<file path="src/rtl/alut_hdr_feeder_pkg.sv">
// Shared constants for the ALUT header feeder: ALUT register map, command codes,
// flood mask and the sequencer state encoding.
package alut_feed_pkg;

   localparam int APB_AW = 7;
   localparam int APB_DW = 32;

   localparam logic [APB_AW-1:0] D_ADDR_LO = 7'h00;
   localparam logic [APB_AW-1:0] D_ADDR_HI = 7'h04;
   localparam logic [APB_AW-1:0] S_ADDR_LO = 7'h08;
   localparam logic [APB_AW-1:0] S_ADDR_HI = 7'h0C;
   localparam logic [APB_AW-1:0] S_PORT    = 7'h10;
   localparam logic [APB_AW-1:0] COMMAND   = 7'h14;
   localparam logic [APB_AW-1:0] STATUS    = 7'h18;
   localparam logic [APB_AW-1:0] D_PORT    = 7'h1C;

   localparam logic [1:0] CMD_CHECK  = 2'b01;
   localparam logic [4:0] FLOOD_MASK = 5'b0_1111;
   localparam logic [3:0] HDR_BYTES  = 4'd12;

   typedef enum logic [2:0] {
      ST_IDLE,
      ST_WR_SETUP,
      ST_WR_ACCESS,
      ST_POLL_SETUP,
      ST_POLL_ACCESS,
      ST_RD_SETUP,
      ST_RD_ACCESS,
      ST_RESULT
   } feed_state_e;

   // Register written by each step of the lookup programming sequence.
   function automatic logic [APB_AW-1:0] wr_addr(input logic [2:0] idx);
      case (idx)
         3'd0:    return D_ADDR_LO;
         3'd1:    return D_ADDR_HI;
         3'd2:    return S_ADDR_LO;
         3'd3:    return S_ADDR_HI;
         3'd4:    return S_PORT;
         default: return COMMAND;
      endcase
   endfunction

endpackage

</file>
<file path="src/rtl/alut_hdr_feeder_if.sv">
// APB link between the header feeder (master) and the ALUT register block (slave).
interface alut_hdr_feeder_if;
   import alut_feed_pkg::*;

   logic              psel;
   logic              penable;
   logic              pwrite;
   logic [APB_AW-1:0] paddr;
   logic [APB_DW-1:0] pwdata;
   logic [APB_DW-1:0] prdata;

   modport master (output psel, output penable, output pwrite, output paddr, output pwdata,
                   input  prdata);
   modport slave  (input  psel, input  penable, input  pwrite, input  paddr, input  pwdata,
                   output prdata);
endinterface

</file>
<file path="src/rtl/alut_hdr_feeder_apb.sv">
// Single-transfer APB master: start launches SETUP then ACCESS (no wait states);
// done is high during ACCESS so the caller can chain the next transfer with a one-cycle gap.
module alut_apb_master
   import alut_feed_pkg::*;
(
   input  logic              pclk,
   input  logic              p_reset,
   input  logic              start,
   input  logic              write,
   input  logic [APB_AW-1:0] addr,
   input  logic [APB_DW-1:0] wdata,
   output logic              done,
   output logic [APB_DW-1:0] rdata,
   alut_hdr_feeder_if.master apb
);

   always_ff @(posedge pclk) begin
      if (p_reset) begin
         apb.psel    <= 1'b0;
         apb.penable <= 1'b0;
         apb.pwrite  <= 1'b0;
         apb.paddr   <= '0;
         apb.pwdata  <= '0;
      end else if (apb.psel && apb.penable) begin
         apb.psel    <= 1'b0;
         apb.penable <= 1'b0;
      end else if (apb.psel) begin
         apb.penable <= 1'b1;
      end else if (start) begin
         apb.psel    <= 1'b1;
         apb.pwrite  <= write;
         apb.paddr   <= addr;
         apb.pwdata  <= wdata;
      end
   end

   assign done  = apb.psel & apb.penable;
   assign rdata = apb.prdata;

endmodule

</file>
<file path="src/rtl/alut_hdr_feeder.sv">
// ALUT header feeder: captures DA/SA from the RX stream, runs the ALUT lookup over APB
// and offers the destination mask on a valid/ready port. Optional ALUT_FEED_STATS_EN adds counters.
module alut_hdr_feeder
   import alut_feed_pkg::*;
#(
   parameter int POLL_MAX = 64
`ifdef ALUT_FEED_STATS_EN
  ,parameter int CNT_W    = 16
`endif
) (
   input  logic       pclk,
   input  logic       p_reset,
   input  logic [7:0] rx_data,
   input  logic       rx_valid,
   input  logic       rx_sof,
   input  logic       rx_eof,
   input  logic [1:0] rx_port,
   output logic       rx_ready,
   alut_hdr_feeder_if.master apb,
   output logic       res_valid,
   input  logic       res_ready,
   output logic [4:0] res_dport,
   output logic       res_err
`ifdef ALUT_FEED_STATS_EN
  ,input  logic             stat_clr
  ,output logic [CNT_W-1:0] stat_lookups
  ,output logic [CNT_W-1:0] stat_drops
  ,output logic [CNT_W-1:0] stat_timeouts
`endif
);

   localparam int PCW = (POLL_MAX > 1) ? $clog2(POLL_MAX) : 1;

   feed_state_e       state;
   logic [3:0]        byte_cnt;
   logic [3:0]        cap_idx;
   logic [47:0]       da;
   logic [47:0]       sa;
   logic [1:0]        port;
   logic [2:0]        wr_idx;
   logic [PCW-1:0]    poll_cnt;

   logic              apb_start;
   logic              apb_write;
   logic              apb_done;
   logic [APB_AW-1:0] apb_addr;
   logic [APB_DW-1:0] apb_wdata;
   logic [APB_DW-1:0] apb_rdata;
   logic              unused_rdata;

   logic              cap_en;
   logic              hdr_last;
   logic              short_drop;
   logic              poll_timeout;
   logic              res_take;

   function automatic logic [APB_DW-1:0] wr_data(input logic [2:0]  idx,
                                                 input logic [47:0] d,
                                                 input logic [47:0] s,
                                                 input logic [1:0]  p);
      case (idx)
         3'd0:    return d[31:0];
         3'd1:    return {16'h0, d[47:32]};
         3'd2:    return s[31:0];
         3'd3:    return {16'h0, s[47:32]};
         3'd4:    return {30'h0, p};
         default: return {30'h0, CMD_CHECK};
      endcase
   endfunction

   // A SOF byte always restarts the header, whatever the running count says.
   assign cap_en       = (state == ST_IDLE) && rx_valid;
   assign cap_idx      = rx_sof ? 4'd0 : byte_cnt;
   assign hdr_last     = cap_en && (cap_idx == 4'd11);
   assign short_drop   = cap_en && rx_eof && (cap_idx < 4'd11);
   assign poll_timeout = (state == ST_POLL_ACCESS) && apb_done && apb_rdata[0] &&
                         (poll_cnt == PCW'(POLL_MAX - 1));
   assign res_take     = (state == ST_RESULT) && res_ready;
   assign unused_rdata = ^apb_rdata[APB_DW-1:5];

   always_comb begin
      apb_start = 1'b0;
      apb_write = 1'b0;
      apb_addr  = '0;
      apb_wdata = '0;
      case (state)
         ST_WR_SETUP: begin
            apb_start = 1'b1;
            apb_write = 1'b1;
            apb_addr  = wr_addr(wr_idx);
            apb_wdata = wr_data(wr_idx, da, sa, port);
         end
         ST_POLL_SETUP: begin
            apb_start = 1'b1;
            apb_addr  = STATUS;
         end
         ST_RD_SETUP: begin
            apb_start = 1'b1;
            apb_addr  = D_PORT;
         end
         default: ;
      endcase
   end

   alut_apb_master u_apb (
      .pclk    (pclk),
      .p_reset (p_reset),
      .start   (apb_start),
      .write   (apb_write),
      .addr    (apb_addr),
      .wdata   (apb_wdata),
      .done    (apb_done),
      .rdata   (apb_rdata),
      .apb     (apb)
   );

   always_ff @(posedge pclk) begin
      if (cap_en) begin
         if (rx_sof) port <= rx_port;
         if (cap_idx < 4'd6)           da <= {da[39:0], rx_data};
         else if (cap_idx < HDR_BYTES) sa <= {sa[39:0], rx_data};
      end
   end

   always_ff @(posedge pclk) begin
      if (p_reset) begin
         state     <= ST_IDLE;
         rx_ready  <= 1'b1;
         byte_cnt  <= '0;
         wr_idx    <= '0;
         poll_cnt  <= '0;
         res_valid <= 1'b0;
         res_dport <= '0;
         res_err   <= 1'b0;
      end else begin
         case (state)
            ST_IDLE: begin
               if (short_drop) begin
                  byte_cnt <= HDR_BYTES;
               end else if (hdr_last) begin
                  byte_cnt <= HDR_BYTES;
                  rx_ready <= 1'b0;
                  wr_idx   <= '0;
                  state    <= ST_WR_SETUP;
               end else if (cap_en && cap_idx < HDR_BYTES) begin
                  byte_cnt <= cap_idx + 4'd1;
               end
            end
            ST_WR_SETUP:  state <= ST_WR_ACCESS;
            ST_WR_ACCESS: begin
               if (apb_done) begin
                  if (wr_idx == 3'd5) begin
                     poll_cnt <= '0;
                     state    <= ST_POLL_SETUP;
                  end else begin
                     wr_idx <= wr_idx + 3'd1;
                     state  <= ST_WR_SETUP;
                  end
               end
            end
            ST_POLL_SETUP:  state <= ST_POLL_ACCESS;
            ST_POLL_ACCESS: begin
               if (poll_timeout) begin
                  res_valid <= 1'b1;
                  res_dport <= FLOOD_MASK;
                  res_err   <= 1'b1;
                  state     <= ST_RESULT;
               end else if (apb_done && apb_rdata[0]) begin
                  poll_cnt <= poll_cnt + PCW'(1);
                  state    <= ST_POLL_SETUP;
               end else if (apb_done) begin
                  state <= ST_RD_SETUP;
               end
            end
            ST_RD_SETUP:  state <= ST_RD_ACCESS;
            ST_RD_ACCESS: begin
               if (apb_done) begin
                  res_valid <= 1'b1;
                  res_dport <= apb_rdata[4:0];
                  res_err   <= 1'b0;
                  state     <= ST_RESULT;
               end
            end
            ST_RESULT: begin
               if (res_take) begin
                  res_valid <= 1'b0;
                  rx_ready  <= 1'b1;
                  state     <= ST_IDLE;
               end
            end
            default: state <= ST_IDLE;
         endcase
      end
   end

`ifdef ALUT_FEED_STATS_EN
   function automatic logic [CNT_W-1:0] sat_inc(input logic [CNT_W-1:0] v);
      return (&v) ? v : v + CNT_W'(1);
   endfunction

   always_ff @(posedge pclk) begin
      if (p_reset || stat_clr) begin
         stat_lookups  <= '0;
         stat_drops    <= '0;
         stat_timeouts <= '0;
      end else begin
         if (res_take)     stat_lookups  <= sat_inc(stat_lookups);
         if (short_drop)   stat_drops    <= sat_inc(stat_drops);
         if (poll_timeout) stat_timeouts <= sat_inc(stat_timeouts);
      end
   end
`endif

endmodule

</file>
<file path="src/flat_wrapper.sv">
// flat-port wrapper written by rule: the top's interface ports become plain ports
module alut_hdr_feeder_flat import alut_feed_pkg::*;
#(
   parameter int POLL_MAX = 64

)
  (pclk, p_reset, rx_data, rx_valid, rx_sof, rx_eof, rx_port, rx_ready, res_valid, res_ready, res_dport, res_err, apb_psel, apb_penable, apb_pwrite, apb_paddr, apb_pwdata, apb_prdata);
  alut_hdr_feeder_if apb_i ();
  input  logic pclk;
  input  logic p_reset;
  input  logic [7:0] rx_data;
  input  logic rx_valid;
  input  logic rx_sof;
  input  logic rx_eof;
  input  logic [1:0] rx_port;
  output logic rx_ready;
  output logic res_valid;
  input  logic res_ready;
  output logic [4:0] res_dport;
  output logic res_err;
  output wire logic [$bits(apb_i.psel)-1:0] apb_psel;
  output wire logic [$bits(apb_i.penable)-1:0] apb_penable;
  output wire logic [$bits(apb_i.pwrite)-1:0] apb_pwrite;
  output wire logic [$bits(apb_i.paddr)-1:0] apb_paddr;
  output wire logic [$bits(apb_i.pwdata)-1:0] apb_pwdata;
  input wire logic [$bits(apb_i.prdata)-1:0] apb_prdata;
  assign apb_psel = apb_i.psel;
  assign apb_penable = apb_i.penable;
  assign apb_pwrite = apb_i.pwrite;
  assign apb_paddr = apb_i.paddr;
  assign apb_pwdata = apb_i.pwdata;
  assign apb_i.prdata = apb_prdata;
  alut_hdr_feeder #(.POLL_MAX(POLL_MAX)) u_core (.pclk(pclk), .p_reset(p_reset), .rx_data(rx_data), .rx_valid(rx_valid), .rx_sof(rx_sof), .rx_eof(rx_eof), .rx_port(rx_port), .rx_ready(rx_ready), .apb(apb_i), .res_valid(res_valid), .res_ready(res_ready), .res_dport(res_dport), .res_err(res_err));
endmodule
</file>
<file path="config.mk">
export PLATFORM = sky130hd
export DESIGN_NAME = alut_hdr_feeder_flat
export DESIGN_NICKNAME = d
export VERILOG_FILES = /design/src/rtl/alut_hdr_feeder_pkg.sv /design/src/rtl/alut_hdr_feeder_if.sv /design/src/rtl/alut_hdr_feeder_apb.sv /design/src/rtl/alut_hdr_feeder.sv /design/src/flat_wrapper.sv
export SDC_FILE = /design/constraint.sdc
export NUM_CORES = 1
export LEC_CHECK = 0
export ABC_AREA = 1
export CELL_PAD_IN_SITES_DETAIL_PLACEMENT = 2
export CELL_PAD_IN_SITES_GLOBAL_PLACEMENT = 2
export CORE_MARGIN = 3
export CORE_UTILIZATION = 37
export DETAILED_ROUTE_END_ITERATION = 6
export GPL_TIMING_DRIVEN = 1
export PLACE_DENSITY = 0.87
export SLEW_MARGIN = 10
export SYNTH_ARGS = -nofsm -noshare
export SYNTH_HDL_FRONTEND = slang
export SYNTH_HIERARCHICAL = 1
export SYNTH_SLANG_ARGS = --single-unit
</file>
<file path="constraint.sdc">
create_clock -name pclk -period 9.2 [get_ports pclk]
set_input_delay 1.84 -clock pclk [delete_from_list [all_inputs] [get_ports pclk]]
set_output_delay 1.84 -clock pclk [all_outputs]
set_load 0.01 [all_outputs]
</file>
==> flow_metrics.env <==
export IMPL_slew_limit_headroom_pct=32.6
export IMPL_fp_dieW_um=143
export IMPL_total_inserted_antenna_cells=0
export IMPL_critical_path_endpoint_type="register"
export IMPL_synthesis_instances=740
export IMPL_clkLatencyLatePin_ps=430
export IMPL_worst_r2r_setup_slack_ps=6220
export IMPL_worstPathRequired_ps=9550
export IMPL_hpwlAfterDp_mm=14.4
export IMPL_hold_viol=0
export IMPL_switching_component_of_the_power_uw=830
export IMPL_count_of_final_setup_violators=0
export IMPL_min_period_over_period_pct=40.0
export IMPL_floorplan_die_area_um2=20300
export IMPL_crit_start="p_reset"
export IMPL_grt_pass1_vias=6172
export IMPL_grt_overflow=0
export IMPL_drt_first_pass_iters=5
export IMPL_vdd_drop_max_mv=0.142
export IMPL_crit_type="primary input to register"
export IMPL_postLayoutSetupSlackWorst_ps=5520
export IMPL_detailedRoute_firstIterationViolations=437
export IMPL_wire_length_of_the_first_global_routing_pass_mm=36.4
export IMPL_filler_instances=1912
export IMPL_postCtsResizedCells=0
export IMPL_r2r_worst_path_cells=12
export IMPL_timing_max_transition_violations_final=0
export IMPL_dp_worst_setup_slack_ps=5200
export IMPL_p_clk_share_pct=30.2
export IMPL_avg_inst_size_synth_um2=9.33
export IMPL_final_setup_skew_ps=8.52
export IMPL_critical_path_start_type="primary input"
export IMPL_critPathArrivalTime_ps=4030
export IMPL_number_of_buffers_inserted_by_port_buffering=70
export IMPL_vias_per_cell=5.34
export IMPL_cts_tree="yes"
export IMPL_multi_input_area_um2=2170
export IMPL_cts_buffer_depth=2
export IMPL_cp_max_fo=36
export IMPL_cts_root_buf="sky130_fd_sc_hd__clkbuf_16"
export IMPL_p_seq_share_pct=42.5
export IMPL_detailroute_via_count=5573
export IMPL_worstHoldPathType="register to register"
export IMPL_final_area_um2=8300
export IMPL_termination_of_the_worst_setup_path="u_core/u_apb/apb.pwdata[1]"
export IMPL_setup_tns_final_ps=0
export IMPL_p_per_area_nw_per_um2=282
export IMPL_initial_utilization_pct=38.1
export IMPL_sw_frac_of_total_pct=35.4
export IMPL_postRouteWirelength_mm=23.0
export IMPL_combinationalPowerShare_pct=27.3
export IMPL_status="finished clean"
export IMPL_postCtsSetupRepairBufs=0
export IMPL_synthToLayoutAreaGrowth_pct=20.2
export IMPL_fmax_mhz=272
export IMPL_core_rowCount=49
export IMPL_cts_made_buffers=17
export IMPL_worst_slew_pin_slew_ps=1010
export IMPL_count_of_maximum_capacitance_violations=0
export IMPL_io_pins=98
export IMPL_synth_warnings=6
export IMPL_drt_drc_violations_left=0
export IMPL_netlist_area_um2=6910
export IMPL_pin_count_of_the_biggest_net_entering_global_routing=49
export IMPL_htree_levels=4
export IMPL_clkSlewWorstSetupHoldPaths_ps=70
export IMPL_drive_above_1_share_pct=7.00
export IMPL_grt_antenna_before_repair=0
export IMPL_final_min_clock_period_ps=3680
export IMPL_grtUsageTotal_pct=23.6
export IMPL_die_height_um=143
export IMPL_design_final_nets=856
export IMPL_final_weighted_congestion_in_routability_driven_placement=0.762
export IMPL_drtAntennaViolNets=0
export IMPL_avgRoutedWirePerCell_um=22.0
export IMPL_power_leakage_nw=2.97
export IMPL_cts_hold_fix_buffers=0
export IMPL_internal_power_mw=1.51
export IMPL_cts_sinks=164
export IMPL_worst_r2r_startpoint="u_core/wr_idx[1]"
export IMPL_grt_setup_unrepaired="no"
export IMPL_postPlaceCellArea_um2=7730
export IMPL_regToRegEndpoint="u_core/u_apb/apb.pwdata[1]"
export IMPL_core_area_um2=18100
export IMPL_register_area_um2=4260
-- power groups by stage --
stage | Combinational (mW) | Sequential, mW | Clock (mW)
after floorplan | 0.374 | 0.998 | 0
after global placement | 0.585 | 0.988 | 0
after detailed placement | 0.626 | 1.01 | 0
after CTS | 0.646 | 0.997 | 0.717
after global routing | 0.712 | 1.01 | 0.751
final | 0.639 | 0.996 | 0.707
-- critical path: stages --
cell,delay [ps]
sky130_fd_sc_hd__clkdlybuf4s50_1,860
sky130_fd_sc_hd__inv_1,490
sky130_fd_sc_hd__buf_4,450
sky130_fd_sc_hd__nand2_1,200
sky130_fd_sc_hd__nor2_1,170
-- cell usage in the layout (no fill, tap or decap), types with 4 or more instances in the layout --
cell type                           n
sky130_fd_sc_hd__o21ai_0            6
sky130_fd_sc_hd__ha_1               7
sky130_fd_sc_hd__edfxtp_1          98
sky130_fd_sc_hd__a31oi_1            4
sky130_fd_sc_hd__nand4_1            5
sky130_fd_sc_hd__nand2_1          188
sky130_fd_sc_hd__inv_2              7
sky130_fd_sc_hd__conb_1             4
sky130_fd_sc_hd__nand3_1           66
sky130_fd_sc_hd__nor2_2             4
sky130_fd_sc_hd__buf_4              5
sky130_fd_sc_hd__nor2_1           115
sky130_fd_sc_hd__dfxtp_1           66
sky130_fd_sc_hd__inv_1             63
sky130_fd_sc_hd__clkinvlp_4         4
sky130_fd_sc_hd__a21oi_1           33
sky130_fd_sc_hd__clkbuf_16         18
sky130_fd_sc_hd__clkdlybuf4s50_1   70
sky130_fd_sc_hd__a41oi_1           11
-- through the flow --
stage | utilization [%] | std cells | hold WS [ps] | total power, mW
6_report | 45.8 | 1043 | 457 | 2.34
5_1_grt | 45.8 | 1043 | 467 | 2.47
4_1_cts | 45.8 | 1043 | 458 | 2.36
3_5_place_dp | 42.6 | 1011 | 436 | 1.63
3_3_place_gp | 42.6 | 1011 | 429 | 1.57
2_1_floorplan | - | 743 | 427 | 1.37
-- cell type report --
cell class              instances  share of cell area [%]
flip-flops and latches        164                    51.3
multi-input cells             471                    26.1
repair buffers                 75                    8.89
clock buffers                  19                    5.47
well taps                     229                    3.45
inverters                      72                    3.25
clock inverters                13                    1.46
-- registers in the layout, summed over array words and instances (netlist names), 2 cells and up --
signal	cells
u_core/da	48
u_core/byte_cnt	4
u_core/state	3
u_core/sa	48
u_core/poll_cnt	6
u_core/port	2
u_core/res_dport	5
u_core/u_apb/apb.paddr	7
u_core/wr_idx	3
u_core/u_apb/apb.pwdata	32
-- how the worst min path moves through the flow --
| stage | startpoint | endpoint | slack [ps] | cells past startpoint |
|---|---|---|---|---|
| 2_1_floorplan | u_core/da[5] | u_core/da[13] | 430 | 0 |
| 3_3_place_gp | u_core/da[19] | u_core/da[27] | 430 | 0 |
| 3_5_place_dp | u_core/da[4] | u_core/da[12] | 440 | 0 |
| 4_1_cts | u_core/da[2] | u_core/da[10] | 460 | 0 |
| 5_1_grt | u_core/da[3] | u_core/da[11] | 470 | 0 |
| 6_report | u_core/sa[2] | u_core/sa[10] | 460 | 0 |
-- metal layers --
layer,GRT usage [%],wire [um]
met1,29.5,9650
met3,4.69,959
met5,0,0
met2,40.2,11800
met4,9.25,615
No activity file was read; power rests on OpenSTA's default activity.
